### src/rtl/rv_hazard_ctrl.sv
// ---------------------------------------------------------------------------
// rv_hazard_ctrl
// Pipeline sequencing controller for a 5-stage core (IF, ID, EX, MEM, WB).
//
// Purpose:
//   - stall / flush / bubble controls for each pipeline register
//   - WB->ID register-file bypass selects and EX operand forwarding selects
//   - FSM that freezes the pipe while the data memory is busy, with a
//     sticky error when the memory never answers
//
// Ports:
//   i_hz_clk, i_hz_rstn          clock, async active-low reset
//   i_hz_id_rs1/2                ID source registers
//   i_hz_ex_rs1/2, i_hz_ex_rd    EX source / destination registers
//   i_hz_ex_rf_wen, _is_load     EX writes RF / is a load
//   i_hz_ex_mispredict           control transfer resolved wrong in EX
//   i_hz_mem_rd, _mem_rf_wen     MEM destination / writes RF
//   i_hz_wb_rd, _wb_rf_wen       WB destination / writes RF
//   i_hz_dmem_req, _dmem_ready   data memory handshake seen from MEM
//   o_hz_if_stall/_if_flush      PC + IF/ID hold / clear
//   o_hz_id_stall/_id_flush      ID/EX hold / bubble into EX
//   o_hz_ex_stall                EX/MEM hold
//   o_hz_mem_bubble              MEM/WB captures a NOP
//   o_hz_rf_rdata_sel1/2         ID takes WB write data for rs1/rs2
//   o_hz_fwd_a/b                 EX operand source: 00 RF, 01 MEM, 10 WB
//   o_hz_err                     sticky dmem timeout
//   o_hz_state                   0 RUN, 1 MEM_WAIT, 2 ERR
//   o_hz_perf_stall/_lu/_flush   perf counters (live only with HZ_PERF_CNT_EN)
//
// Optional build macro: HZ_PERF_CNT_EN
//   defined     -> saturating CNT_W-bit counters of ex_stall cycles,
//                  load-use bubbles and mispredict flushes
//   not defined -> perf outputs tied to 0, no counter flops
//
// FSM states:
//   state    | meaning
//   RUN      | normal flow; load-use / mispredict handling active
//   MEM_WAIT | dmem access outstanding; pipe frozen until ready
//   ERR      | dmem timed out; pipe frozen until reset
// ---------------------------------------------------------------------------
module rv_hazard_ctrl #(
  parameter int unsigned MEM_TIMEOUT = 64,
  parameter int unsigned CNT_W       = 32
) (
  input  logic             i_hz_clk,
  input  logic             i_hz_rstn,
  input  logic [4:0]       i_hz_id_rs1,
  input  logic [4:0]       i_hz_id_rs2,
  input  logic [4:0]       i_hz_ex_rs1,
  input  logic [4:0]       i_hz_ex_rs2,
  input  logic [4:0]       i_hz_ex_rd,
  input  logic             i_hz_ex_rf_wen,
  input  logic             i_hz_ex_is_load,
  input  logic             i_hz_ex_mispredict,
  input  logic [4:0]       i_hz_mem_rd,
  input  logic             i_hz_mem_rf_wen,
  input  logic [4:0]       i_hz_wb_rd,
  input  logic             i_hz_wb_rf_wen,
  input  logic             i_hz_dmem_req,
  input  logic             i_hz_dmem_ready,
  output logic             o_hz_if_stall,
  output logic             o_hz_if_flush,
  output logic             o_hz_id_stall,
  output logic             o_hz_id_flush,
  output logic             o_hz_ex_stall,
  output logic             o_hz_mem_bubble,
  output logic             o_hz_rf_rdata_sel1,
  output logic             o_hz_rf_rdata_sel2,
  output logic [1:0]       o_hz_fwd_a,
  output logic [1:0]       o_hz_fwd_b,
  output logic             o_hz_err,
  output logic [1:0]       o_hz_state,
  output logic [CNT_W-1:0] o_hz_perf_stall,
  output logic [CNT_W-1:0] o_hz_perf_lu,
  output logic [CNT_W-1:0] o_hz_perf_flush
);

  localparam int unsigned WCNT_W = $clog2(MEM_TIMEOUT + 1);
  localparam logic [WCNT_W-1:0] WCNT_TO = WCNT_W'(MEM_TIMEOUT);

  typedef enum logic [1:0] {
    ST_RUN  = 2'd0,
    ST_WAIT = 2'd1,
    ST_ERR  = 2'd2
  } state_e;

  state_e            state_q, state_d;
  logic [WCNT_W-1:0] wcnt_q, wcnt_d;

  logic load_use;
  logic freeze;

  // Hazard detection (pure functions of the pipe contents)
  assign load_use = i_hz_ex_is_load && i_hz_ex_rf_wen && (i_hz_ex_rd != 5'd0) &&
                    ((i_hz_ex_rd == i_hz_id_rs1) || (i_hz_ex_rd == i_hz_id_rs2));

  // Freeze takes effect in the same cycle the access stalls, and drops in the
  // cycle ready arrives so the release cycle runs under the normal rules.
  always_comb begin
    freeze = 1'b0;
    case (state_q)
      ST_RUN:  freeze = i_hz_dmem_req && !i_hz_dmem_ready;
      ST_WAIT: freeze = !i_hz_dmem_ready;
      ST_ERR:  freeze = 1'b1;
      default: freeze = 1'b0;
    endcase
  end

  // State register
  always_ff @(posedge i_hz_clk or negedge i_hz_rstn) begin
    if (!i_hz_rstn) begin
      state_q <= ST_RUN;
      wcnt_q  <= '0;
    end else begin
      state_q <= state_d;
      wcnt_q  <= wcnt_d;
    end
  end

  // Next-state logic
  always_comb begin
    state_d = state_q;
    wcnt_d  = wcnt_q;
    case (state_q)
      ST_RUN: begin
        if (i_hz_dmem_req && !i_hz_dmem_ready) begin
          state_d = ST_WAIT;
          wcnt_d  = WCNT_W'(1);
        end
      end
      ST_WAIT: begin
        if (i_hz_dmem_ready) begin
          state_d = ST_RUN;
          wcnt_d  = '0;
        end else if (wcnt_q >= WCNT_TO) begin
          state_d = ST_ERR;
        end else if (wcnt_q != '1) begin
          wcnt_d = wcnt_q + 1'b1;
        end
      end
      ST_ERR: begin
        state_d = ST_ERR;
      end
      default: begin
        state_d = ST_RUN;
        wcnt_d  = '0;
      end
    endcase
  end

  // Output logic; everything is held at 0 while reset is asserted
  always_comb begin
    o_hz_if_stall      = 1'b0;
    o_hz_if_flush      = 1'b0;
    o_hz_id_stall      = 1'b0;
    o_hz_id_flush      = 1'b0;
    o_hz_ex_stall      = 1'b0;
    o_hz_mem_bubble    = 1'b0;
    o_hz_rf_rdata_sel1 = 1'b0;
    o_hz_rf_rdata_sel2 = 1'b0;
    o_hz_fwd_a         = 2'b00;
    o_hz_fwd_b         = 2'b00;
    if (i_hz_rstn) begin
      if (freeze) begin
        o_hz_if_stall   = 1'b1;
        o_hz_id_stall   = 1'b1;
        o_hz_ex_stall   = 1'b1;
        o_hz_mem_bubble = 1'b1;
      end else begin
        // Mispredict discards the IF/ID instruction anyway, so holding it
        // for a load-use would be pointless.
        o_hz_if_flush = i_hz_ex_mispredict;
        o_hz_id_flush = i_hz_ex_mispredict || load_use;
        o_hz_if_stall = load_use && !i_hz_ex_mispredict;
      end

      if (i_hz_mem_rf_wen && (i_hz_mem_rd != 5'd0) && (i_hz_mem_rd == i_hz_ex_rs1))
        o_hz_fwd_a = 2'b01;
      else if (i_hz_wb_rf_wen && (i_hz_wb_rd != 5'd0) && (i_hz_wb_rd == i_hz_ex_rs1))
        o_hz_fwd_a = 2'b10;

      if (i_hz_mem_rf_wen && (i_hz_mem_rd != 5'd0) && (i_hz_mem_rd == i_hz_ex_rs2))
        o_hz_fwd_b = 2'b01;
      else if (i_hz_wb_rf_wen && (i_hz_wb_rd != 5'd0) && (i_hz_wb_rd == i_hz_ex_rs2))
        o_hz_fwd_b = 2'b10;

      o_hz_rf_rdata_sel1 = i_hz_wb_rf_wen && (i_hz_wb_rd != 5'd0) && (i_hz_wb_rd == i_hz_id_rs1);
      o_hz_rf_rdata_sel2 = i_hz_wb_rf_wen && (i_hz_wb_rd != 5'd0) && (i_hz_wb_rd == i_hz_id_rs2);
    end
  end

  assign o_hz_state = state_q;
  assign o_hz_err   = (state_q == ST_ERR);

`ifdef HZ_PERF_CNT_EN
  logic [CNT_W-1:0] perf_stall_q, perf_lu_q, perf_flush_q;
  logic             lu_bubble, mp_flush;

  // A load-use bubble only counts when it is actually inserted for the load,
  // not when a mispredict flush in the same cycle already supplies it.
  assign lu_bubble = !freeze && load_use && !i_hz_ex_mispredict;
  assign mp_flush  = !freeze && i_hz_ex_mispredict;

  always_ff @(posedge i_hz_clk or negedge i_hz_rstn) begin
    if (!i_hz_rstn) begin
      perf_stall_q <= '0;
      perf_lu_q    <= '0;
      perf_flush_q <= '0;
    end else begin
      if (o_hz_ex_stall && (perf_stall_q != '1)) perf_stall_q <= perf_stall_q + 1'b1;
      if (lu_bubble && (perf_lu_q != '1))        perf_lu_q    <= perf_lu_q + 1'b1;
      if (mp_flush && (perf_flush_q != '1))      perf_flush_q <= perf_flush_q + 1'b1;
    end
  end

  assign o_hz_perf_stall = perf_stall_q;
  assign o_hz_perf_lu    = perf_lu_q;
  assign o_hz_perf_flush = perf_flush_q;
`else
  assign o_hz_perf_stall = '0;
  assign o_hz_perf_lu    = '0;
  assign o_hz_perf_flush = '0;
`endif

endmodule

### config.mk
export PLATFORM = sky130hd
export DESIGN_NAME = rv_hazard_ctrl
export DESIGN_NICKNAME = d
export VERILOG_FILES = /design/src/rtl/rv_hazard_ctrl.sv
export SDC_FILE = /design/constraint.sdc
export NUM_CORES = 1
export LEC_CHECK = 0
export ABC_AREA = 1
export CORE_UTILIZATION = 31
export DETAILED_ROUTE_END_ITERATION = 7
export PLACE_DENSITY_LB_ADDON = 0.25
export SETUP_SLACK_MARGIN = 0.1
export SYNTH_ARGS = -nofsm -noshare
export SYNTH_HDL_FRONTEND = slang
export SYNTH_SLANG_ARGS = --single-unit
### constraint.sdc
create_clock -name i_hz_clk -period 1.3 [get_ports i_hz_clk]
set_clock_uncertainty 0.05 [all_clocks]
set_input_delay 0.325 -clock i_hz_clk [delete_from_list [all_inputs] [get_ports i_hz_clk]]
set_output_delay 0.325 -clock i_hz_clk [all_outputs]
set_load 0.02 [all_outputs]
==> reports/results.ini, run 1 <==
[run_status]
run_status=complete, but fails checks
failing_checks=negative setup slack

[global_routing]
antenna_found_initial=0
number_of_global_route_vias_before_repair=1501
gr-usage-all-layers_pct=13.3
largest_net_degree_at_the_start_of_global_routing=10
grt_overflow_total=0
grt_pass1_wl_mm=6.84

[min_path]
worst_hold_path_type=primary input to async pin

[logic_synthesis]
most_used_flip_flop_cell_after_synthesis=sky130_fd_sc_hd__dfrtp_1
synth.most_common_cell=sky130_fd_sc_hd__buf_4
async_flop_share_pct=100
syn-mean-instance-area_um2=6.42
synth.yosys.warnings=0
post_synth_most_frequent_cells=98 x sky130_fd_sc_hd__buf_4, 51 x sky130_fd_sc_hd__nand2_1, 34 x sky130_fd_sc_hd__nor2_1
synth-edff-count=0
netlist_instances=302
postSynthRegisterBits=9
syn_area_um2=1940
synth.lib_cells_used.distinct=28
post-synth-top-area-cell=sky130_fd_sc_hd__buf_4
seq_area_frac_synth_pct=11.6
synth_top_cell_area_share_pct=37.9
synthTopCellsByArea=sky130_fd_sc_hd__buf_4 38%, sky130_fd_sc_hd__dfrtp_1 12%, sky130_fd_sc_hd__nand2_1 9.9%, sky130_fd_sc_hd__nor2_1 6.6%, sky130_fd_sc_hd__xor2_1 5.9%

[clock_tree]
hold_buffers=0
tritoncts.num_buffers=3
cts_tree=built
clkSlewWorstSetupHoldPaths_ps=50
clockBufferDepth=2
clk_root_buffer_cell=sky130_fd_sc_hd__clkbuf_8
worst_skew_pair.late_latency_ps=230
clock-sinks=9
htreeDepth=1

[critical_path]
crit_fanout=3
critical-path-top-delay-family=flip-flops
worst_path_max_delay_cell=sky130_fd_sc_hd__dfrtp_2
worst_ep_required_time_ps=930
crit_path_cell_trace=nor2_2 > nand2_2 > nand2_4 > nor2_4 > o21bai_4 > buf_6
path_buf_inv=1
crit-reg2reg-launch=o_hz_state[1]
path_depth=6
timing.critical_path.slowest_cell_delay_ps=420
worst-setup-path-type=register to primary output
worstSetupEndpoint=o_hz_if_stall
critical_path.startpoint=o_hz_state[0]
worstReg2RegEnd=wcnt_q[5]
rr_worst_depth=11
worst-r2r-setup-slack_ps=-30
startpoint_type=register
type_of_element_capturing_the_critical_path=primary output
crit_arrival_ps=1300

[sta]
slew_violations=0
finalHoldViolations=0
final_worst_setup_slack_ps=-378
finalWorstPathRequiredPeriod_ps=1680
setup_violations=15
finalCritPeriodShare_pct=129
achievable-frequency_mhz=596
rsz0062_at_grt=yes

[drt]
route.vias.total=1866
postRouteAntennaNets=0
drt_iter0_markers=33
vias_per_cell=3.92
dr.pass1.iters=4
drt-total-wl_mm=4.45
wl_per_cell_um=9.34
drc_errors=0

[cells_and_area]
synthToLayoutAreaGrowth_pct=50.8
layout.nets=447
final_core_occ_pct=48.8
layout-drive-gt1-share_pct=41.9
antenna_diode_instance_count=0
final_instance_area_um2=2920
filler_cell_count=618

[die]
fp.coreArea_um2=5990
num_rows=28
design.portCount=155
die_w_um=81.1
floorplan.initialDensity_pct=32.4
die_height_um=81.1
die_area_um2=6580

[placed_design]
gp_congestion=0.821
hpwlAfterDp_mm=3.74
post_dp_cell_area_um2=2650
io_buffer_count=58

[power]
static-leakage-power_uw=0.00159
worst_ir_drop_vdd_mv=0.610
power_density_nw_per_um2=819

[job]
timing.max_cap.violations=0

layout by cell type (no fill, tap or decap), drive strengths merged, types with 8 or more instances in the layout:
cell,instances
buf,89
nor2,35
conb,96
o21ai,8
nand2,55
xnor2,12
inv,31
xor2,13
dfrtp,9
nand3,15
cell type report:
class / count / area [µm²] / share of cell area (%)
Clock buffer: 4 / 45.0 / 1.54
Timing Repair Buffer: 101 / 898 / 30.7
Multi-Input combinational cell: 256 / 1540 / 52.5
Tap cell: 75 / 93.8 / 3.21
Sequential cell: 9 / 228 / 7.79
Inverter: 31 / 124 / 4.24
metal layers:
layer  up-vias  routed length, µm  part of all wire (%)  GRT usage [%]
li1        930                  -                     -              -
met2        96               2390                    54           24.6
met1       838               1750                    39           16.0
met4         0                 19                  0.43           2.68
met3         2                290                   6.5           2.02
met5         -                  0                     0              0
worst min path at each step:
stage                    from       endpoint  cells after the start
floorplan           i_hz_rstn  o_hz_state[0]                      0
global placement    wcnt_q[5]      wcnt_q[5]                      3
detailed placement  wcnt_q[5]      wcnt_q[5]                      3
CTS                 i_hz_rstn      wcnt_q[3]                      3
global route        i_hz_rstn      wcnt_q[0]                      3
finish              i_hz_rstn      wcnt_q[3]                      3
logic make-up after synthesis:
logic type	Yosys count	share of synthesized area [%]
XOR/XNOR	25	11.3
other	1	0.193
adder cells (fa/ha/maj)	1	0.645
AND/OR/NAND/NOR	119	26.7
buffers and inverters	132	44.6
AO/OA/AOI/OAI	15	4.97
flip-flops	9	11.6
timing repair:
item	CTS	global route
pin swaps	48	39
setup endpoints to repair	24	24
setup buffers	5	2
gates resized for setup	295	39
gates cloned	0	0
power breakdown:
group          switching, µW  total, µW  internal, µW  leakage (µW)
clock network            108        321           213     0.0000228
registers               39.2        364           325      0.000119
logic                    960       1710           750       0.00144
total                   1110       2400          1290       0.00159
stage by stage:
stage	TNS, ps	std cells	hold WS (ps)	setup WS (ps)	total power, µW
6_report	-3830	476	268	-378	2400
3_3_place_gp	-18250	467	492	-1260	1820
3_5_place_dp	-18520	467	501	-1270	1830
4_1_cts	-4690	476	286	-412	2390
5_1_grt	-5180	476	296	-442	2580
2_1_floorplan	-1460	397	-20.6	-202	1440
sequential cells by signal, summed over array words and instances (netlist names):
| register | cells |
|---|---|
| wcnt_q | 7 |
| o_hz_state | 2 |
worst min-delay path, cell delays in order:
cell and delay, ps:
sky130_fd_sc_hd__clkdlybuf4s15_2 240, sky130_fd_sc_hd__buf_4 150, sky130_fd_sc_hd__buf_4 180
No activity file was read; power rests on OpenSTA's default activity.
==> inputs of run 2 (changes only) <==
--- a/config.mk
+++ b/config.mk
@@ -6,8 +6,11 @@
 export NUM_CORES = 1
 export LEC_CHECK = 0
 export ABC_AREA = 1
+export CAP_MARGIN = 20
+export CORE_MARGIN = 8
 export CORE_UTILIZATION = 31
 export DETAILED_ROUTE_END_ITERATION = 7
+export HOLD_SLACK_MARGIN = 0.02
 export PLACE_DENSITY_LB_ADDON = 0.25
 export SETUP_SLACK_MARGIN = 0.1
 export SYNTH_ARGS = -nofsm -noshare
==> run 2 against run 1 <==
The run still ends with negative setup slack left. Cell area is 1.5% higher. Clock-buffer cell count did not move. Utilization shrank 0.98 points. Clock power up 2%. Critical path depth stayed put. Sequential share of layout area down 0.11 points. Critical endpoint unchanged. Largest cell class unchanged.
==> reports/results.ini, run 2 (synthesis gave the netlist of run 1 again) <==
[clock_tree]
tritoncts.num_buffers=3
htreeDepth=1
clkSlewWorstSetupHoldPaths_ps=40
hold_buffers=0
cts_tree=built
clock-sinks=9
worst_skew_pair.late_latency_ps=230
clockBufferDepth=2
clk_root_buffer_cell=sky130_fd_sc_hd__clkbuf_8

[global_routing]
number_of_global_route_vias_before_repair=1852
grt_pass1_wl_mm=8.45
grt_use_met3_pct=2.20
grt_busiest_layer=met2
gr-usage-all-layers_pct=11.3
antenna_found_initial=0
global_route_met2_utilization_pct=20.9
largest_net_degree_at_the_start_of_global_routing=7
grtUsageMet1_pct=13.3
grt_overflow_total=0

[sta]
finalWorstPathRequiredPeriod_ps=1700
worst_hold_slack_ps=196
rsz0062_at_grt=yes
setup-tns-final_ps=-3990
finalHoldViolations=0
slew_violations=0
achievable-frequency_mhz=589
finalCritPeriodShare_pct=131
setup_violations=17
final_worst_setup_slack_ps=-398

[die]
floorplan.initialDensity_pct=31.3
design.portCount=155
die_area_um2=9040
num_rows=29
fp.coreArea_um2=6200
die_height_um=95.1
die_w_um=95.1

[drt]
vias_per_cell=3.78
postRouteAntennaNets=0
drc_errors=0
drt-total-wl_mm=5.47
dr.pass1.iters=4
drt_iter0_markers=16
wl_per_cell_um=11.3
route.vias.total=1824

[power]
design_power_total_uw=2490
static-leakage-power_uw=0.00160
power_density_nw_per_um2=839
worst_ir_drop_vdd_mv=0.627

[critical_path]
critical-path-top-delay-family=flip-flops
worst_path_max_delay_cell=sky130_fd_sc_hd__dfrtp_2
path_buf_inv=1
crit-reg2reg-launch=o_hz_state[1]
crit_arrival_ps=1320
worst-r2r-setup-slack_ps=-20
startpoint_type=register
crit_fanout=3
worst-setup-path-type=register to primary output
worst_ep_required_time_ps=930
type_of_element_capturing_the_critical_path=primary output
crit_path_cell_trace=nor2_2 > nand2_2 > nand2_4 > nor2_4 > o21bai_4 > buf_6
timing.critical_path.slowest_cell_delay_ps=420
critical_path.startpoint=o_hz_state[0]

[run_status]
run_status=complete, but fails checks
failing_checks=negative setup slack

[cells_and_area]
most_frequent_cells_in_the_layout=96 x sky130_fd_sc_hd__conb_1, 42 x sky130_fd_sc_hd__nand2_1, 36 x sky130_fd_sc_hd__buf_6
layout.cells.most_common=sky130_fd_sc_hd__conb_1
filler_cell_count=616
layout.nets=452
final_instance_area_um2=2970
layout-drive-gt1-share_pct=42.9
largest_register_ff_count=7
antenna_diode_instance_count=0
largest-register=wcnt_q
synthToLayoutAreaGrowth_pct=53.0

[placed_design]
post_dp_cell_area_um2=2660
gp_congestion=0.779
io_buffer_count=58
hpwlAfterDp_mm=4.69

[job]
timing.max_cap.violations=0

[min_path]
worst_hold_path_type=primary input to async pin

## run 2: metrics by stage
| stage | util (%) | std cells | worst slack [ps] |
|---|---|---|---|
| floorplan | - | 397 | -202 |
| global placement | 42.8 | 470 | -1260 |
| detailed placement | 42.8 | 470 | -1270 |
| CTS | 47.2 | 482 | -433 |
| global route | 47.8 | 483 | -474 |
| finish | 47.8 | 483 | -398 |
## run 2: worst register-to-register path, cell delays in order (launching register included)
cell                      delay [ps]
sky130_fd_sc_hd__dfrtp_2         420
sky130_fd_sc_hd__buf_6           140
sky130_fd_sc_hd__o21ai_4         190
sky130_fd_sc_hd__nand2_4         110
sky130_fd_sc_hd__inv_4            80
sky130_fd_sc_hd__nand3_2          50
sky130_fd_sc_hd__and3_1          160
## run 2: final timing paths
check / endpoint / cells after the start
setup / recovery: o_hz_if_stall / 6
hold / removal: wcnt_q[0] / 3
setup reg to reg: wcnt_q[2] / 6
hold reg to reg: o_hz_state[0] / 1
max in group asynchronous: wcnt_q[1] / 4
min in group i_hz_clk: o_hz_state[0] / 1
## run 2: power by group
part	switching, µW	total [µW]	internal (µW)	leakage (µW)
Sequential	40.9	366	325	0.000119
Combinational	1010	1800	784	0.00146
Clock	115	329	214	0.0000228
## run 2: cell type report
cell class | instances | area, µm² | area share (%)
Tap cell | 77 | 96.3 | 3.25
Clock buffer | 4 | 45.0 | 1.52
Sequential cell | 9 | 228 | 7.67
Inverter | 31 | 131 | 4.43
Timing Repair Buffer | 106 | 942 | 31.7
Multi-Input combinational cell | 256 | 1530 | 51.4
## run 2: per-layer routing
| metal | routed length [µm] | up-vias |
|---|---|---|
| met1 | 2100 | 796 |
| met3 | 504 | 2 |
| met4 | 25 | 0 |
| li1 | - | 943 |
| met5 | 0 | - |
| met2 | 2830 | 83 |
## run 2: what timing repair did
item,CTS,global route
pin swaps,51,29
gates resized for setup,298,28
buffers inserted,9,1
setup endpoints to repair,24,23
==> inputs of run 3 (changes only) <==
--- a/config.mk
+++ b/config.mk
@@ -8,7 +8,7 @@
 export ABC_AREA = 1
 export CAP_MARGIN = 20
 export CORE_MARGIN = 8
-export CORE_UTILIZATION = 31
+export CORE_UTILIZATION = 34
 export DETAILED_ROUTE_END_ITERATION = 7
 export HOLD_SLACK_MARGIN = 0.02
 export PLACE_DENSITY_LB_ADDON = 0.25
==> constraint.sdc (replaced) <==
create_clock -name i_hz_clk -period 1.6 [get_ports i_hz_clk]
set_clock_uncertainty 0.05 [all_clocks]
set_input_delay 0.4 -clock i_hz_clk [delete_from_list [all_inputs] [get_ports i_hz_clk]]
set_output_delay 0.4 -clock i_hz_clk [all_outputs]
set_load 0.02 [all_outputs]
==> run 3 against run 2 <==
The flow still finishes with violations (negative setup slack). Sequential share of layout area grew 0.34 points. Hold slack gained 140 ps. Sequential power shrank 15%. Global-route usage grew 1.2 points. Via count grew 1.5%. Clock power shrank 16%. Total power shrank 20%. Non-clock buffer count shrank 5. Utilization grew 3.8 points. Flip-flop and latch count is the same. Cell area shrank 4.2%. Die area shrank 7.4%. Largest cell class unchanged.
==> reports/results.ini, run 3 (synthesis gave the netlist of run 1 again) <==
[global_routing]
gr-usage-all-layers_pct=12.5
antenna_found_initial=0
number_of_global_route_vias_before_repair=1971
grt_overflow_total=0
grt_pass1_wl_mm=8.91
largest_net_degree_at_the_start_of_global_routing=10

[placed_design]
numPlacedInstances=463
place_ws_ps=-1120
hpwlAfterDp_mm=4.69
io_buffer_count=58
gp_congestion=0.811

[drt]
drc_errors=0
route.vias.total=1851
drt_iter0_markers=58
wl_per_cell_um=11.5
vias_per_cell=3.91
dr.pass1.iters=4
postRouteAntennaNets=0
drt-total-wl_mm=5.47

[critical_path]
worstReg2RegEnd=wcnt_q[2]
rr_worst_depth=7
startpoint_type=register
crit_arrival_ps=1310
worst-r2r-setup-slack_ps=180
crit_fanout=3
crit-reg2reg-launch=o_hz_state[1]
worst-setup-path-type=register to primary output
worst_ep_required_time_ps=1150
type_of_element_capturing_the_critical_path=primary output

[sta]
finalHoldViolations=0
rsz0062_at_grt=yes
slew_violations=0
setup_violations=12
finalWorstPathRequiredPeriod_ps=1760
finalCritPeriodShare_pct=110
setup-tns-final_ps=-1540
achievable-frequency_mhz=567
final_worst_setup_slack_ps=-163

[die]
fp.coreArea_um2=5510
num_rows=27
die_area_um2=8380
die_height_um=91.5
die_w_um=91.5
design.portCount=155
floorplan.initialDensity_pct=35.2

[clock_tree]
cts_tree=built
clockBufferDepth=2
clkSlewWorstSetupHoldPaths_ps=50
htreeDepth=1
clock-sinks=9
clk_root_buffer_cell=sky130_fd_sc_hd__clkbuf_8
worst_skew_pair.late_latency_ps=240
hold_buffers=0
tritoncts.num_buffers=3

[cells_and_area]
synthToLayoutAreaGrowth_pct=46.6
largest_register_ff_count=7
layout.cells.most_common=sky130_fd_sc_hd__conb_1
antenna_diode_instance_count=0
layout-drive-gt1-share_pct=41.5
largest-register=wcnt_q
layout.cells.non_filler=474
most_frequent_cells_in_the_layout=96 x sky130_fd_sc_hd__conb_1, 41 x sky130_fd_sc_hd__nand2_1, 39 x sky130_fd_sc_hd__buf_4
layout.nets=448

[min_path]
worst_hold_path_type=primary input to async pin

[power]
static-leakage-power_uw=0.00156
design_power_total_uw=2000
worst_ir_drop_vdd_mv=0.386
power_density_nw_per_um2=705

[job]
timing.max_cap.violations=0

[run_status]
failing_checks=negative setup slack
run_status=complete, but fails checks

[run 3: timing repair]
item | 4_1_cts | 5_1_grt
gates resized for setup | 271 | 52
pin swaps | 48 | 42
setup buffers | 3 | 6
setup endpoints to repair | 21 | 20
cloned | 1 | 0
[run 3: layout make-up]
class                      instances  area [µm²]
sequential                         9         228
timing repair inverter             1        7.51
clock buffer                       4        45.0
fill                             559        2660
inverter                          31         119
timing repair buffer             101         871
multi-input combinational        256        1480
tap                               72        90.1
[run 3: worst max path at each step]
| stage | startpoint | endpoint | slack (ps) | depth (start not counted) |
|---|---|---|---|---|
| floorplan | i_hz_wb_rd[2] | o_hz_rf_rdata_sel1 | 4 | 4 |
| global placement | i_hz_id_rs1[0] | o_hz_id_flush | -1120 | 10 |
| detailed placement | i_hz_id_rs1[0] | o_hz_if_stall | -1120 | 10 |
| CTS | i_hz_wb_rd[2] | o_hz_fwd_a[1] | -250 | 8 |
| global route | o_hz_state[1] | o_hz_if_stall | -240 | 7 |
| finish | o_hz_state[1] | o_hz_if_stall | -160 | 7 |
[run 3: report_power, final]
group | switching, µW | leakage [µW] | internal [µW] | total, µW
clock | 101 | 0.0000228 | 175 | 275
sequential | 46.2 | 0.000119 | 264 | 310
combinational | 781 | 0.00142 | 637 | 1420
[run 3: metrics by stage]
step,hold slack (ps),cell area [µm²],utilization (%)
finish,336,2840,51.6
global placement,474,2620,47.6
floorplan,54.4,2470,-
CTS,347,2720,49.4
detailed placement,480,2620,47.6
global route,354,2840,51.6
[run 3: worst max-delay path, stage by stage, from the launching register on]
cell and delay [ps]:
sky130_fd_sc_hd__dfrtp_2 430, sky130_fd_sc_hd__inv_2 80, sky130_fd_sc_hd__nand2_2 60, sky130_fd_sc_hd__nand2_2 70, sky130_fd_sc_hd__nand2_4 80, sky130_fd_sc_hd__nor2_4 100
sky130_fd_sc_hd__o21bai_4 120, sky130_fd_sc_hd__buf_6 130
[run 3: layer usage]
layer | track usage [%] | vias up | wire [µm]
li1 | - | 937 | -
met2 | 23.3 | 90 | 2840
met3 | 4.69 | 2 | 638
met1 | 12.7 | 822 | 1960
met5 | 0 | - | 0
met4 | 3.14 | 0 | 30
==> RTL change 1, RTL diff (config.mk and constraints of run 1) <==
`MEM_TIMEOUT`: 64 -> 128.
--- a/src/rtl/rv_hazard_ctrl.sv
+++ b/src/rtl/rv_hazard_ctrl.sv
@@ -41,3 +41,3 @@
 module rv_hazard_ctrl #(
-  parameter int unsigned MEM_TIMEOUT = 64,
+  parameter int unsigned MEM_TIMEOUT = 128,
   parameter int unsigned CNT_W       = 32
Behaviour: same outputs for any inputs over 10 cycles, from zero or initial values and one cycle with i_hz_rstn low; that may be too few to reach the edited logic, so the function may still have changed.
==> RTL change 1 against run 1 <==
The flow still finishes with violations (negative setup slack); sequential share of layout area fell by 0.093 points; setup slack better by 0.014 ns; power is 19% higher; wire length increased by 16%; area after synthesis grew 4.3%; sequential cell count grew 1; non-clock buffer count is 11 higher; cell count increased by 4.4%; critical endpoint unchanged; critical path depth stayed put; cell area up 12%; largest power group unchanged; die area grew 4.2%; largest cell class unchanged; core utilization is 3.2 points higher.
==> RTL change 1: results <==
group,metric,value,unit
run_status,status,"finished with violations",
run_status,violations,"negative setup slack",
cells_and_area,fin_nets,466,
clocking,cts_setup_buffers,2,
detailed_routing,finalWirelength,5.16,mm
setup_path,slowest_stage,"dfrtp_2",
global_route,grt_pass1_wl,7.22,mm
synth,synthDistinctLibCells,30,
clocking,root_buffer,"clkbuf_8",
pwr,ir_worst_vdd,0.910,mV
synth,netlist_top_cells_area,"buf_4 (36%), dfrtp_1 (12%), nand2_1 (8.9%)",
cells_and_area,drive_gt1_share,46.8,%
min_path,hp-class,"input pin to asynchronous set/reset pin",
placement,place_congestion,0.767,
placement,dp_slack,-1.30,ns
synth,seq_area_frac_synth,12.4,%
setup_path,r2r_slack,-0.26,ns
synth,ys_top_cells_by_count,"buf_4 (98), nand2_1 (48), inv_1 (34), nor2_1 (32)",
global_route,grt_pass1_vias,1658,
cells_and_area,nFillCells,645,
cells_and_area,largest_register_ffs,8,
placement,hpwl,3.98,mm
clocking,postCtsResizedCells,310,
cells_and_area,postLayoutCoreUtil,52.0,%
pwr,p_leak,1.75,nW
global_route,antenna_found_initial,1,
detailed_routing,vias,1941,
setup_path,reg2reg_depth,10,
placement,dpl-instance-area,2770,sq um
timing,timing.final.ws_setup,-0.364,ns
setup_path,cp_top_family,"flip-flops",
setup_path,rr_endpoint,"wcnt_q[2]$_DFFE_PN0P_",
timing,setup_viol,23,
global_route,grt.total_usage,13.9,%
detailed_routing,drt_iter0_drc,47,
detailed_routing,firstDrtPassIters,4,
RTL change 1: cell types whose count changed after synthesis, moves of 2 or more:
cell | run 1 | this run
nand2_1 | 51 | 48
inv_1 | 29 | 34
nand2_2 | 3 | 1
clkbuf_1 | 2 | 0
or2_2 | 3 | 1
nor3b_1 | 0 | 3
a21oi_1 | 2 | 8
buf_2 | 0 | 3
inv_2 | 2 | 0
nor2_1 | 34 | 32
o21ai_1 | 0 | 5
RTL change 1: per-stage QoR:
step / instances / total power [mW] / TNS [ns] / hold WS, ns
3_5_place_dp: 484 / 2.04 / -19.36 / 0.498
2_1_floorplan: 405 / 1.61 / -1.42 / -0.0206
4_1_cts: 490 / 2.49 / -5.56 / 0.0742
5_1_grt: 497 / 3.06 / -7.15 / 0.0654
6_report: 497 / 2.86 / -5.67 / 0.0643
3_3_place_gp: 484 / 2.03 / -19.24 / 0.497
RTL change 1: cells by family after synthesis:
| kind of cell | after synthesis | synth area share (%) |
|---|---|---|
| other cells | 1 | 0.185 |
| xor+xnor | 25 | 10.8 |
| buf+inv | 137 | 44.4 |
| compound gates | 22 | 5.88 |
| flops | 10 | 12.4 |
| fa+ha+maj | 2 | 1.24 |
| simple gates | 113 | 25.1 |
RTL change 1: cell type report:
cell class | count | share of cell area (%)
well taps | 77 | 2.93
multi-input cells | 258 | 50.6
inverters | 35 | 4.38
diodes | 1 | 0.0762
clock buffers | 4 | 1.37
repair buffers | 112 | 32.9
flip-flops and latches | 10 | 7.70
RTL change 1: layer usage:
metal	global-route usage (%)	wire (um)	up-vias
li1	-	-	975
met1	15.0	1810	876
met2	27.2	2870	82
met3	2.51	421	8
met4	3.97	60	0
met5	0	0	-
RTL change 1: where the power goes:
group | switching [mW] | internal (mW)
Clock | 0.118 | 0.214
Sequential | 0.0667 | 0.373
Combinational | 1.10 | 0.984
==> RTL change 2, RTL diff (settings of run 1) <==
Made on the original files. Put a register stage on the output `o_hz_err`, with the module's reset. The value now appears one clock later. The other outputs are not delayed to match.
--- a/src/rtl/rv_hazard_ctrl.sv
+++ b/src/rtl/rv_hazard_ctrl.sv
@@ -192,3 +192,9 @@
   assign o_hz_state = state_q;
-  assign o_hz_err   = (state_q == ST_ERR);
+  always_ff @(posedge i_hz_clk or negedge i_hz_rstn) begin
+    if (!i_hz_rstn) begin
+      o_hz_err <= '0;
+    end else begin
+      o_hz_err <= (state_q == ST_ERR);
+    end
+  end
 
Function: same outputs for any inputs over 10 cycles, from zero or initial values and one cycle with i_hz_rstn low; that may be too few to reach the edited logic, so the function may still have changed.
==> RTL change 2 against run 1 <==
The run still ends with negative setup slack left; first-iteration DRC count decreased by 12%; area after synthesis rose by 1.2%; largest power group unchanged; sequential share of layout area rose by 0.78 points; cell area grew 0.94%; register-to-register slack worse by 0.31 ns; highest routed layer unchanged; power up 15%; wire length rose by 5.6%; core utilization is 0.17 points higher; sequential cell count grew 1; fmax down 0.25%; count of clock-buffer cells in the layout did not move; setup slack worse by 0.0041 ns; non-clock buffer count up 6.
==> RTL change 2: results <==
group,metric,value,unit
run_status,status,"finished with violations",
run_status,violations,"negative setup slack",
pwr,power_frac_clock,14.4,%
detailed_routing,finalWirelength,4.70,mm
synth,seq_area_frac_synth,12.8,%
cells_and_area,buffer_area_share,31.3,%
cells_and_area,fin_nets,448,
detailed_routing,vias,1853,
cells_and_area,nFillCells,625,
clocking,cts_setup_buffers,11,
detailed_routing,drt_iter0_drc,29,
pwr,p_leak,1.60,nW
placement,hpwl,3.70,mm
clocking,root_buffer,"clkbuf_8",
global_route,grt_max_degree,11,
timing,tns,-6.26,ns
cells_and_area,nFlopsAndLatches,10,
synth,netlist_top_cells_area,"buf_4 (38%), dfrtp_1 (13%), nand2_1 (8.4%)",
setup_path,cp_top_family,"flip-flops",
placement,dp.cells,458,
global_route,grt.total_usage,14.2,%
min_path,hp-class,"input pin to asynchronous set/reset pin",
cells_and_area,multi_input_comb_cells,250,
cells_and_area,multiInputGateArea,1500,sq um
pwr,p_comb,1.90,mW
placement,dp_slack,-1.26,ns
cells_and_area,seqCellArea,253,sq um
setup_path,cp_max_fo,4,
pwr,ir_worst_vdd,0.960,mV
synth,ys_top_cells_by_count,"buf_4 (98), nand2_1 (44), nor2_1 (31), inv_1 (28), xor2_1 (17)",
pwr,p_seq_share,16.5,%
global_route,grt_pass1_wl,7.44,mm
cells_and_area,final_cells,477,
placement,dpl-instance-area,2630,sq um
timing,whs,0.0623,ns
cells_and_area,clkbuf_count,4,
cells_and_area,clock_area_share,1.87,%
pwr,power.switching,1.22,mW
setup_path,r2r_slack,-0.34,ns
cells_and_area,signal_buffers,107,
synth,synthCells,296,
cells_and_area,drive_gt1_share,43.5,%
global_route,grt_pass1_vias,1668,
timing,setup_viol,23,
clocking,postCtsResizedCells,301,
setup_path,critPathMaxStageDelay,0.44,ns
detailed_routing,firstDrtPassIters,4,
cells_and_area,inv_count,31,
placement,place_congestion,0.761,
timing,timing.final.ws_setup,-0.382,ns
cells_and_area,seq_share,8.56,%
[RTL change 2: cell types whose count changed after synthesis, moves of 2 or more]
| cell | change |
|---|---|
| a21oi_1 | +2 |
| clkbuf_1 | -2 |
| nor2_1 | -3 |
| buf_2 | +2 |
| xor2_1 | +4 |
| nand2_1 | -7 |
| o21ai_2 | +3 |
| nor3_1 | +2 |
| nand3_1 | -2 |
[RTL change 2: cell families (layout without fill, tap and decap cells)]
kind of cell / Yosys count / after routing / synth area share [%]
AO/OA/AOI/OAI: 17 / 17 / 5.49
XOR/XNOR: 28 / 28 / 12.5
adder cells (fa/ha/maj): 1 / 1 / 0.638
buffers and inverters: 131 / 142 / 43.9
flip-flops: 10 / 10 / 12.8
other: 1 / 96 / 0.191
AND/OR/NAND/NOR: 108 / 108 / 24.5
[RTL change 2: path summary, 6_finish.rpt]
kind	from	endpoint	depth (start not counted)
setup reg to reg	o_hz_state[1]$_DFFE_PN0P_	wcnt_q[2]$_DFFE_PN0P_	12
hold / removal	i_hz_rstn	wcnt_q[2]$_DFFE_PN0P_	2
max in group asynchronous	i_hz_rstn	o_hz_state[1]$_DFFE_PN0P_	2
setup / recovery	o_hz_state[1]$_DFFE_PN0P_	o_hz_if_stall	6
min in group i_hz_clk	i_hz_dmem_ready	wcnt_q[4]$_DFFE_PN0P_	5
hold reg to reg	wcnt_q[1]$_DFFE_PN0P_	wcnt_q[1]$_DFFE_PN0P_	1
[RTL change 2: metal layers]
| layer | global-route usage (%) | part of all wire [%] |
|---|---|---|
| met1 | 16.8 | 39 |
| met2 | 26.5 | 53 |
| met3 | 2.89 | 6.9 |
| met4 | 2.32 | 0.98 |
| met5 | 0 | 0 |
